**config.mk**
```make
export PLATFORM = sky130hd
export DESIGN_NAME = uart_rx_word_assembler
export DESIGN_NICKNAME = d
export VERILOG_FILES = /design/src/rtl/uart_word_pkg.sv /design/src/rtl/uart_idle_timer.sv /design/src/rtl/uart_rx_word_assembler.sv
export SDC_FILE = /design/constraint.sdc
export NUM_CORES = 1
export LEC_CHECK = 0
export BUFFER_PORTS_ARGS = -buffer_cell sky130_fd_sc_hd__buf_2
export CORE_ASPECT_RATIO = 0.9
export CORE_UTILIZATION = 40
export DETAILED_ROUTE_END_ITERATION = 10
export MAX_ROUTING_LAYER = met4
export PLACE_DENSITY_LB_ADDON = 0.15
export SLEW_MARGIN = 15
export SYNTH_ARGS = -nofsm -noshare
export SYNTH_HDL_FRONTEND = slang
export SYNTH_SLANG_ARGS = --single-unit
```
**constraint.sdc**
```tcl
create_clock -name clk -period 1.36 [get_ports clk]
set_input_delay 0.272 -clock clk [delete_from_list [all_inputs] [get_ports clk]]
set_output_delay 0.272 -clock clk [all_outputs]
set_load 0.05 [all_outputs]
```
**src/rtl/uart_word_pkg.sv**
```systemverilog
// Shared types and constants for the UART receive word assembler.
package uart_word_pkg;

    localparam int BYTE_W          = 32'sd8;
    localparam int DEFAULT_TIMEOUT = 32'sd1024;

    typedef enum logic {
        IDLE    = 1'b0,
        COLLECT = 1'b1
    } asm_state_t;

    typedef enum logic {
        EMPTY = 1'b0,
        FULL  = 1'b1
    } hold_state_t;

endpackage

```
**src/rtl/uart_idle_timer.sv**
```systemverilog
// Counts idle cycles while enabled; expire is asserted combinationally in the
// cycle whose edge would complete TIMEOUT_CYCLES idle edges.
module uart_idle_timer
    import uart_word_pkg::*;
#(
    parameter int TIMEOUT_CYCLES = DEFAULT_TIMEOUT
) (
    input  logic clk,
    input  logic rst,
    input  logic clear,
    input  logic enable,
    output logic expire
);

    localparam bit TIMER_ON = (TIMEOUT_CYCLES > 32'sd0);
    localparam int CNT_W    = TIMER_ON ? $clog2(TIMEOUT_CYCLES + 32'sd1) : 32'sd1;
    localparam logic [CNT_W-1:0] LAST_CNT = CNT_W'(TIMER_ON ? TIMEOUT_CYCLES - 32'sd1 : 32'sd0);
    localparam logic [CNT_W-1:0] CNT_ONE  = CNT_W'(32'sd1);

    logic [CNT_W-1:0] idle_cnt_r;

    // Expiry decode: a disabled timer (TIMEOUT_CYCLES = 0) never fires.
    always_comb begin
        expire = 1'b0;
        if (TIMER_ON && enable && !clear && (idle_cnt_r == LAST_CNT)) begin
            expire = 1'b1;
        end else begin
            expire = 1'b0;
        end
    end

    // Idle counter; restarts on expiry so a fresh word gets a full window.
    always_ff @(posedge clk or negedge rst) begin
        if (!rst) begin
            idle_cnt_r <= '0;
        end else if (clear || !TIMER_ON) begin
            idle_cnt_r <= '0;
        end else if (enable && !expire) begin
            idle_cnt_r <= idle_cnt_r + CNT_ONE;
        end else begin
            idle_cnt_r <= '0;
        end
    end

endmodule

```
**src/rtl/uart_rx_word_assembler.sv**
```systemverilog
// Packs received UART bytes LSB-first into words and presents each word on a
// valid/ready holding register, with idle timeout, overrun flag and flush.
module uart_rx_word_assembler
    import uart_word_pkg::*;
#(
    parameter int WORD_BYTES     = 2,
    parameter int TIMEOUT_CYCLES = DEFAULT_TIMEOUT
) (
    input  logic                         clk,
    input  logic                         rst,
    input  logic                         byte_valid,
    input  logic [BYTE_W-1:0]            byte_in,
    input  logic                         flush,
    output logic [BYTE_W*WORD_BYTES-1:0] word_out,
    output logic                         word_valid,
    input  logic                         word_ready,
    output logic                         overrun,
    output logic                         timeout_err,
    output logic                         busy
);

    localparam int WORD_W = BYTE_W * WORD_BYTES;
    localparam int IDX_W  = $clog2(WORD_BYTES);
    localparam logic [IDX_W-1:0] LAST_IDX = IDX_W'(WORD_BYTES - 32'sd1);
    localparam logic [IDX_W-1:0] IDX_ONE  = IDX_W'(32'sd1);

    asm_state_t        state_r, state_s;
    hold_state_t       hold_r, hold_s;
    logic [IDX_W-1:0]  idx_r, idx_s;
    logic [WORD_W-1:0] shift_r, shift_s, full_word_s;
    logic [WORD_W-1:0] word_r, word_s;
    logic              overrun_r, overrun_s;
    logic              timeout_r, timeout_s;
    logic              busy_r;
    logic              byte_acc_s, word_done_s;
    logic              expire_s, timer_en_s, timer_clear_s;

    // A byte arriving alongside flush is dropped, so it must not feed the timer either.
    assign timer_en_s    = (state_r == COLLECT);
    assign timer_clear_s = byte_valid || flush || (state_r == IDLE);

    uart_idle_timer #(
        .TIMEOUT_CYCLES (TIMEOUT_CYCLES)
    ) u_idle_timer (
        .clk    (clk),
        .rst    (rst),
        .clear  (timer_clear_s),
        .enable (timer_en_s),
        .expire (expire_s)
    );

    // Assembly FSM: byte index, shift register and completed-word detection.
    always_comb begin
        byte_acc_s  = byte_valid && !flush;
        word_done_s = byte_acc_s && (idx_r == LAST_IDX);
        full_word_s = shift_r;
        full_word_s[BYTE_W*(WORD_BYTES-1) +: BYTE_W] = byte_in;
        state_s = state_r;
        idx_s   = idx_r;
        shift_s = shift_r;
        if (byte_acc_s) begin
            shift_s[BYTE_W*idx_r +: BYTE_W] = byte_in;
        end else begin
            shift_s = shift_r;
        end
        if (flush) begin
            state_s = IDLE;
            idx_s   = '0;
        end else begin
            case (state_r)
                IDLE: begin
                    if (byte_acc_s) begin
                        state_s = COLLECT;
                        idx_s   = IDX_ONE;
                    end else begin
                        state_s = IDLE;
                    end
                end
                COLLECT: begin
                    if (word_done_s || (!byte_acc_s && expire_s)) begin
                        state_s = IDLE;
                        idx_s   = '0;
                    end else if (byte_acc_s) begin
                        idx_s = idx_r + IDX_ONE;
                    end else begin
                        state_s = COLLECT;
                    end
                end
                default: begin
                    state_s = IDLE;
                    idx_s   = '0;
                end
            endcase
        end
    end

    // Holding register: load, simultaneous drain-and-load, overrun drop, drain.
    always_comb begin
        hold_s    = hold_r;
        word_s    = word_r;
        overrun_s = 1'b0;
        timeout_s = 1'b0;
        if (flush) begin
            hold_s = EMPTY;
        end else begin
            timeout_s = expire_s;
            case (hold_r)
                EMPTY: begin
                    if (word_done_s) begin
                        hold_s = FULL;
                        word_s = full_word_s;
                    end else begin
                        hold_s = EMPTY;
                    end
                end
                FULL: begin
                    if (word_done_s && word_ready) begin
                        word_s = full_word_s;
                    end else if (word_done_s) begin
                        overrun_s = 1'b1;
                    end else if (word_ready) begin
                        hold_s = EMPTY;
                    end else begin
                        hold_s = FULL;
                    end
                end
                default: begin
                    hold_s = EMPTY;
                end
            endcase
        end
    end

    // State and output registers.
    always_ff @(posedge clk or negedge rst) begin
        if (!rst) begin
            state_r   <= IDLE;
            idx_r     <= '0;
            shift_r   <= '0;
            hold_r    <= EMPTY;
            word_r    <= '0;
            overrun_r <= 1'b0;
            timeout_r <= 1'b0;
            busy_r    <= 1'b0;
        end else begin
            state_r   <= state_s;
            idx_r     <= idx_s;
            shift_r   <= shift_s;
            hold_r    <= hold_s;
            word_r    <= word_s;
            overrun_r <= overrun_s;
            timeout_r <= timeout_s;
            busy_r    <= (idx_s != '0);
        end
    end

    assign word_out    = word_r;
    assign word_valid  = (hold_r == FULL);
    assign overrun     = overrun_r;
    assign timeout_err = timeout_r;
    assign busy        = busy_r;

endmodule

```
==> out/results.ini, run 1 <==
[drt]
drc = 0
drt-initial-drc-count = 59
wl_per_cell_um = 15.43
vias = 1198
vias_per_cell = 5.209
drt-pass1-iter-count = 2
ant_nets = 0
wl_mm = 3.548

[synth]
ys_async_sr_fraction = 1.000
syn_avg_cell_area_um2 = 13.70
synth_edf_count = 0
syn_inst = 121
yosysSeqAreaShare = 0.6038
synth_ff_type = dfrtp_1
ys_types = 31
synth_seq_cells = 40
synth_warnings = 0
netlist_area_um2 = 1658
syn_nets = 135

[final_layout]
fin_area_um2 = 2375
antenna_cells = 0
final_util = 0.6190
layout.cells.non_filler = 230
area_growth_syn_to_layout_pct = 43.25
layout-drive-gt1-share = 0.5870
nFillCells = 304
finalNetCount = 197

[outcome]
status = complete, but fails checks
violations = setup timing

[grt]
antenna_found_initial = 0
grt_busiest_layer = met2
grt_pass1_vias = 1279
grt_pass1_wl_mm = 5.927
grt_max_degree = 18
track_usage = 0.1786
grt_util_met3 = 0.04320
grtUsageMet1 = 0.2222
use_met2 = 0.2800
grt_overflow = 0

[placed_design]
gp_congestion = 0.7343
pre_cts_slack_ns = -0.06485
post-dp-hpwl_mm = 2.264
numPortBuffers = 32
dp_cells = 215
placed_cell_area_um2 = 2069

[timing]
setup_ws_ns = -0.04409
skew_ns = 0.005418
drv_slew = 0
tightest_slew_ns = 0.3829
hold_viol = 0
min_period_ns = 1.404
maxSlewHeadroom = 0.7447
finalCritPeriodShare = 1.032
fmax_mhz = 712.2
rsz0062_at_grt = true
setup_violations = 5

[die]
die_w_um = 69.86
design.core.area_um2 = 3836
num_rows = 21
die_area_um2 = 4406
die_y_um = 63.08
initial_core_util = 0.4322
io_pins = 33

[power_and_ir_drop]
power_density_nw_per_um2 = 1783
peakVddDrop_uv = 1090
power.leakage_uw = 0.001092
report.power.total_uw = 4233

[worst_setup_path]
crit_required_ns = 1.59
criticalPathCategory = flip-flop to flip-flop
arrival_ns = 1.63
worstSetupEndpointType = flip-flop
worstPathMaxFanout = 5
critPathLaunchType = flip-flop

[clock_network]
cts_tree = built
cts.clk_slew.worst_paths_ns = 0.08
cts_buffers = 5
clk_latency_ns = 0.29
clock-sinks = 40
cts_root_buf = clkbuf_8
cts_max_level = 2
clockBufferDepth = 2

[job]
max_cap_violations = 0

[min_path]
hp-class = input port to flip-flop

[power by group]
group	switching, uW	total [uW]	internal (uW)
clock network	411	956	545
logic	1050	1640	588
registers	161	1640	1480
[cells in the mapped netlist (2+ instances only)]
| library cell | instances | area [um^2] |
|---|---|---|
| dfrtp_1 | 40 | 1001 |
| mux2_2 | 14 | 157.7 |
| mux2_1 | 10 | 112.6 |
| nand2_1 | 7 | 26.28 |
| nor3_1 | 5 | 25.02 |
| a21oi_1 | 3 | 15.01 |
| buf_2 | 3 | 15.01 |
| nor2_1 | 3 | 11.26 |
| o21ai_0 | 3 | 15.01 |
| o31ai_1 | 3 | 22.52 |
| or4_1 | 3 | 22.52 |
| a211oi_1 | 2 | 15.01 |
| a211oi_2 | 2 | 25.02 |
| nand4_1 | 2 | 12.51 |
| nor2b_1 | 2 | 12.51 |
| nor3b_1 | 2 | 15.01 |
| or3_1 | 2 | 12.51 |
| xnor2_1 | 2 | 17.52 |
[registers in the layout, indices dropped and copies added, names as in the netlist]
signal,flops
word_valid,1
overrun,1
state_r,1
timeout_err,1
shift_r,8
busy,1
u_idle_timer.idle_cnt_r,11
word_out,16
[worst max-delay path: stages (launching register included)]
cell and delay, ns:
dfrtp_1 0.40, nand4_1 0.20, nor4_4 0.40, buf_4 0.22
nor2b_1 0.13
[through the flow]
stage | hold slack [ns] | TNS (ns)
after detailed placement | 0.2156 | -0.8626
after floorplan | -0.02359 | -2.916
after global placement | 0.2100 | -0.4133
after CTS | 0.2044 | 0
after global routing | 0.2125 | -1.290
final | 0.2268 | -0.1169
[layout make-up]
class	count	area (um^2)	area share
Sequential cell	40	1006	0.4236
Multi-Input combinational cell	76	797.0	0.3356
Timing Repair Buffer	59	402.9	0.1697
Clock buffer	6	72.57	0.03056
Tap cell	46	57.56	0.02424
Clock inverter	2	35.03	0.01475
Inverter	1	3.754	0.001581
[layer usage]
metal / wire length [um] / share of wire
met5: 0 / 0
met4: 51 / 0.014
met3: 132 / 0.037
met2: 1663 / 0.47
met1: 1701 / 0.48
[final timing paths]
path                                                       from                              endpoint  slack (ns)  cells past startpoint
hold reg to reg                         word_out[2]$_DFFE_PN0P_               word_out[2]$_DFFE_PN0P_        0.51                      1
hold / removal                                       byte_in[1]               word_out[9]$_DFFE_PN0P_        0.23                      2
setup reg to reg           u_idle_timer.idle_cnt_r[7]$_DFF_PN0_                 timeout_err$_DFF_PN0_       -0.04                      4
setup / recovery           u_idle_timer.idle_cnt_r[7]$_DFF_PN0_                 timeout_err$_DFF_PN0_       -0.04                      4
min in group asynchronous                                   rst  u_idle_timer.idle_cnt_r[5]$_DFF_PN0_        0.42                      2
max in group asynchronous                                   rst                shift_r[5]$_DFFE_PN0P_        0.42                      3
[placed cells by master (no fill, tap or decap), types with 2 or more instances in the layout]
cell / netlist / layout
dfrtp_1: 40 / 36
buf_2: 3 / 31
mux2_4: 0 / 23
buf_4: 0 / 21
nand2_1: 7 / 7
clkbuf_8: 0 / 5
nor3_1: 5 / 4
a211oi_2: 2 / 4
dfrtp_2: 0 / 4
buf_6: 1 / 4
o31ai_1: 3 / 3
a21oi_1: 3 / 3
nor2_1: 3 / 3
nand4_1: 2 / 2
xnor2_1: 2 / 2
or4_4: 0 / 2
o21ai_0: 3 / 2
or3_1: 2 / 2
nor3b_1: 2 / 2
[repair_timing]
item / 4_1_cts / 5_1_grt
pin swaps: 7 / 8
hold endpoints to repair: 15 / 0
resized for setup: 10 / 29
buffers inserted: 2 / 3
gates cloned: 1 / 0
setup endpoints to repair: 20 / 30
hold buffers: 1 / 0
[cells by family after synthesis]
kind of cell,after synthesis,share of synthesized area
simple gates,34,0.1321
xor+xnor,3,0.01585
flops,40,0.6038
buf+inv,5,0.01811
compound gates,14,0.05961
mux,24,0.1630
fa+ha+maj,1,0.007546
(Power assumes the default switching activity.)
==> run 2, diff against run 1 <==
--- a/config.mk
+++ b/config.mk
@@ -5,6 +5,7 @@
 export SDC_FILE = /design/constraint.sdc
 export NUM_CORES = 1
 export LEC_CHECK = 0
+export ABC_AREA = 1
 export BUFFER_PORTS_ARGS = -buffer_cell sky130_fd_sc_hd__buf_2
 export CORE_ASPECT_RATIO = 0.9
 export CORE_UTILIZATION = 40
==> run 2 against run 1 <==
The flow finishes with violations (DRC). Area after synthesis rose by 3.6%. Die area up 3.5%. Sequential power shrank 11%. Via count rose by 12%. Power down 26%. Setup slack better by 0.068 ns. Clock power is 16% lower.
==> out/results.ini, run 2 <==
[outcome]
status = complete, but fails checks
violations = DRC

[worst_setup_path]
worstSetupEndpointType = flip-flop
worstPathMaxFanout = 7  ; +2
r2r-start = u_idle_timer.idle_cnt_r[0]$_DFF_PN0_
path_cells = ha_2, nand2_2, nor2_4, nand3_2, nand2_4, buf_4, nor3_2
rr_worst_depth = 7  ; +3
worst-path-buf-inv = 1  ; unchanged
critPathLaunchType = flip-flop
cpMaxStageDelayCell = dfrtp_1
worstReg2RegEnd = u_idle_timer.idle_cnt_r[5]$_DFF_PN0_
arrival_ns = 1.50  ; -0.13 ns
cp_top_family = simple AND/OR/NAND/NOR gates
crit_required_ns = 1.52  ; -0.07 ns
criticalPathCategory = flip-flop to flip-flop
r2r_slack_ns = 0.02  ; +0.07 ns
slowest_delay_ns = 0.40  ; about the same

[timing]
min_period_ns = 1.336  ; -0.06770 ns
setup_ws_ns = 0.02361  ; +0.06770 ns
finalCritPeriodShare = 0.9826  ; -0.04978
tightest_slew_ns = 0.3600  ; -0.02285 ns
drv_slew = 0  ; unchanged
setup_violations = 0  ; -5
finalSetupTns_ns = 0  ; +0.1169 ns
fmax_mhz = 748.3  ; +5.1%
hold_viol = 0  ; unchanged
skew_ns = 0.008317  ; +0.002899 ns
maxSlewHeadroom = 0.7591  ; +0.01435
rsz0062_at_grt = true

[grt]
grt_max_degree = 25  ; +7
grt_overflow = 0  ; unchanged
track_usage = 0.1715  ; -0.007065
antenna_found_initial = 0  ; unchanged
grt_pass1_wl_mm = 5.865  ; -1.0%
grt_pass1_vias = 1299  ; +1.6%

[drt]
vias_per_cell = 4.696  ; -9.8%
wl_mm = 3.336  ; -6.0%
wl_per_cell_um = 11.66  ; -24%
drt-initial-drc-count = 67  ; +14%
drc = 3  ; +3
vias = 1343  ; +12%
ant_nets = 0  ; unchanged
drt-pass1-iter-count = 9  ; +7

[synth]
ys_types = 23  ; -26%
ys_top_cells_by_count = 53 x nand2_1, 40 x dfrtp_1, 20 x inv_1, 20 x nor2_1, 14 x nand3_1
synth_area_leaders = dfrtp_1 58%, nand2_1 12%, inv_1 4.4%
netlist_area_um2 = 1718  ; +3.6%
synth_ff_type = dfrtp_1
yosysMostFrequentCell = nand2_1
syn_nets = 202  ; +50%
yosysSeqAreaShare = 0.5827  ; -0.02111
synth_warnings = 0  ; unchanged
syn_inst = 188  ; +55%
synth_edf_count = 0  ; unchanged
synth_seq_cells = 40  ; unchanged
yosysTopAreaCellShare = 0.5827  ; -0.02111
syn_avg_cell_area_um2 = 9.138  ; -33%
synth_area_leader_cell = dfrtp_1
ys_async_sr_fraction = 1.000  ; unchanged

[clock_network]
cts_max_level = 2  ; unchanged
cts_tree = built
clock-sinks = 40  ; unchanged
clockBufferDepth = 2  ; unchanged
cts_root_buf = clkbuf_8
clk_latency_ns = 0.29  ; about the same
cts_buffers = 5  ; unchanged
cts.clk_slew.worst_paths_ns = 0.08  ; about the same

[die]
die_w_um = 71.08  ; +1.7%
die_y_um = 64.17  ; +1.7%
die_area_um2 = 4561  ; +3.5%
initial_core_util = 0.4189  ; -0.01331
num_rows = 22  ; +4.8%
design.core.area_um2 = 4101  ; +6.9%
io_pins = 33  ; unchanged

[final_layout]
antenna_cells = 0  ; unchanged
area_growth_syn_to_layout_pct = 25.42
largest_reg_flops = 16  ; unchanged
finalNetCount = 251  ; +27%
final_common_cell = nand2_1
fin_area_um2 = 2155  ; -9.3%
layout-drive-gt1-share = 0.3109  ; -0.2760
final_cell_mix = 51 x nand2_1, 39 x dfrtp_1, 32 x buf_2, 20 x inv_1, 19 x nor2_1
nFillCells = 386  ; +27%

[min_path]
worstHoldPathCells = 2  ; unchanged
hp-class = input port to flip-flop
min_from = flush
hold_end = word_valid$_DFF_PN0_

[placed_design]
placed_cell_area_um2 = 1989  ; -3.9%
post-dp-hpwl_mm = 2.455  ; +8.4%
pre_cts_slack_ns = 0.07271  ; +0.1376 ns
numPortBuffers = 32  ; unchanged
gp_congestion = 0.9171  ; +25%

[power_and_ir_drop]
power.leakage_uw = 0.001117  ; +2.3%
peakVddDrop_uv = 828.5  ; -24%
power_density_nw_per_um2 = 1462  ; -18%

[job]
max_cap_violations = 0  ; unchanged

==> run 2: changes by cell type after synthesis, sizes merged, moves of 4 or more <==
cell	change
o21ai	+15
mux2	-24
inv	+19
nand2	+49
nor2	+19
nor3	-4
a211oi	-4
nand3	+12
==> run 2: metrics by stage <==
step	hold WS [ns]	utilization	cells	total power (uW)
5_1_grt	0.2059	0.5253	286	3332
4_1_cts	0.2035	0.5101	282	3176
2_1_floorplan	-0.02359	-	188	2131
3_3_place_gp	0.1513	0.4851	273	2363
3_5_place_dp	0.1548	0.4851	273	2372
6_report	0.2093	0.5253	286	3150
==> run 2: worst register-to-register path, cell delays in order (launching register included) <==
cell     delay (ns)
dfrtp_1        0.40
ha_2           0.20
nand2_2        0.07
nor2_4         0.14
nand3_2        0.12
nand2_4        0.13
buf_4          0.12
nor3_2         0.03
==> run 2: power breakdown <==
| group | leakage (uW) | internal (uW) | switching, uW | total [uW] |
|---|---|---|---|---|
| combinational | 0.000544 | 213 | 681 | 894 |
| clock | 0.0000510 | 405 | 394 | 799 |
| sequential | 0.000522 | 1360 | 94.1 | 1460 |
| total | 0.00112 | 1980 | 1170 | 3150 |
==> run 2: kinds of logic (layout without fill, tap and decap cells) <==
| logic type | Yosys count | count (layout) | synth area share |
|---|---|---|---|
| and+or+nand+nor | 97 | 97 | 0.2462 |
| AOI/OAI and AO/OA | 23 | 23 | 0.08740 |
| adders and majority gates | 1 | 1 | 0.007282 |
| DFF | 40 | 40 | 0.5827 |
| buffers and inverters | 24 | 74 | 0.06117 |
| xor gates and xnor gates | 3 | 3 | 0.01530 |
==> run 2: layout make-up <==
cell class | instances | area, um^2 | share of cell area
multi-input cells | 124 | 640.6 | 0.2973
clock inverters | 2 | 10.01 | 0.004646
well taps | 48 | 60.06 | 0.02787
repair buffers | 46 | 284.0 | 0.1318
flip-flops and latches | 40 | 1002 | 0.4652
inverters | 20 | 75.07 | 0.03484
clock buffers | 6 | 82.58 | 0.03833
==> run 2: how the worst max path moves through the flow <==
stage                                          from                                    to  cells past startpoint
3_3_place_gp   u_idle_timer.idle_cnt_r[4]$_DFF_PN0_                      busy$_DFFE_PN0P_                      7
3_5_place_dp   u_idle_timer.idle_cnt_r[0]$_DFF_PN0_                      busy$_DFFE_PN0P_                      8
4_1_cts        u_idle_timer.idle_cnt_r[0]$_DFF_PN0_                      busy$_DFFE_PN0P_                      8
6_report       u_idle_timer.idle_cnt_r[0]$_DFF_PN0_  u_idle_timer.idle_cnt_r[5]$_DFF_PN0_                      7
2_1_floorplan                      busy$_DFFE_PN0P_              word_out[11]$_DFFE_PN0P_                      6
5_1_grt        u_idle_timer.idle_cnt_r[0]$_DFF_PN0_                     state_r$_DFF_PN0_                      7
==> run 2: repair_timing <==
action,CTS,global route
setup endpoints to repair,0,9
setup buffers,0,4
endpoints found under the hold margin,8,0
hold buffers,1,0
resized for setup,0,9
==> run 2: routing by layer <==
metal  track usage  vias to the layer above  share of wire
li1              -                      692              -
met1        0.2406                      604           0.54
met2        0.2428                       43           0.40
met3       0.04574                        4          0.053
met4       0.05250                        0         0.0075
met5             -                        -              0
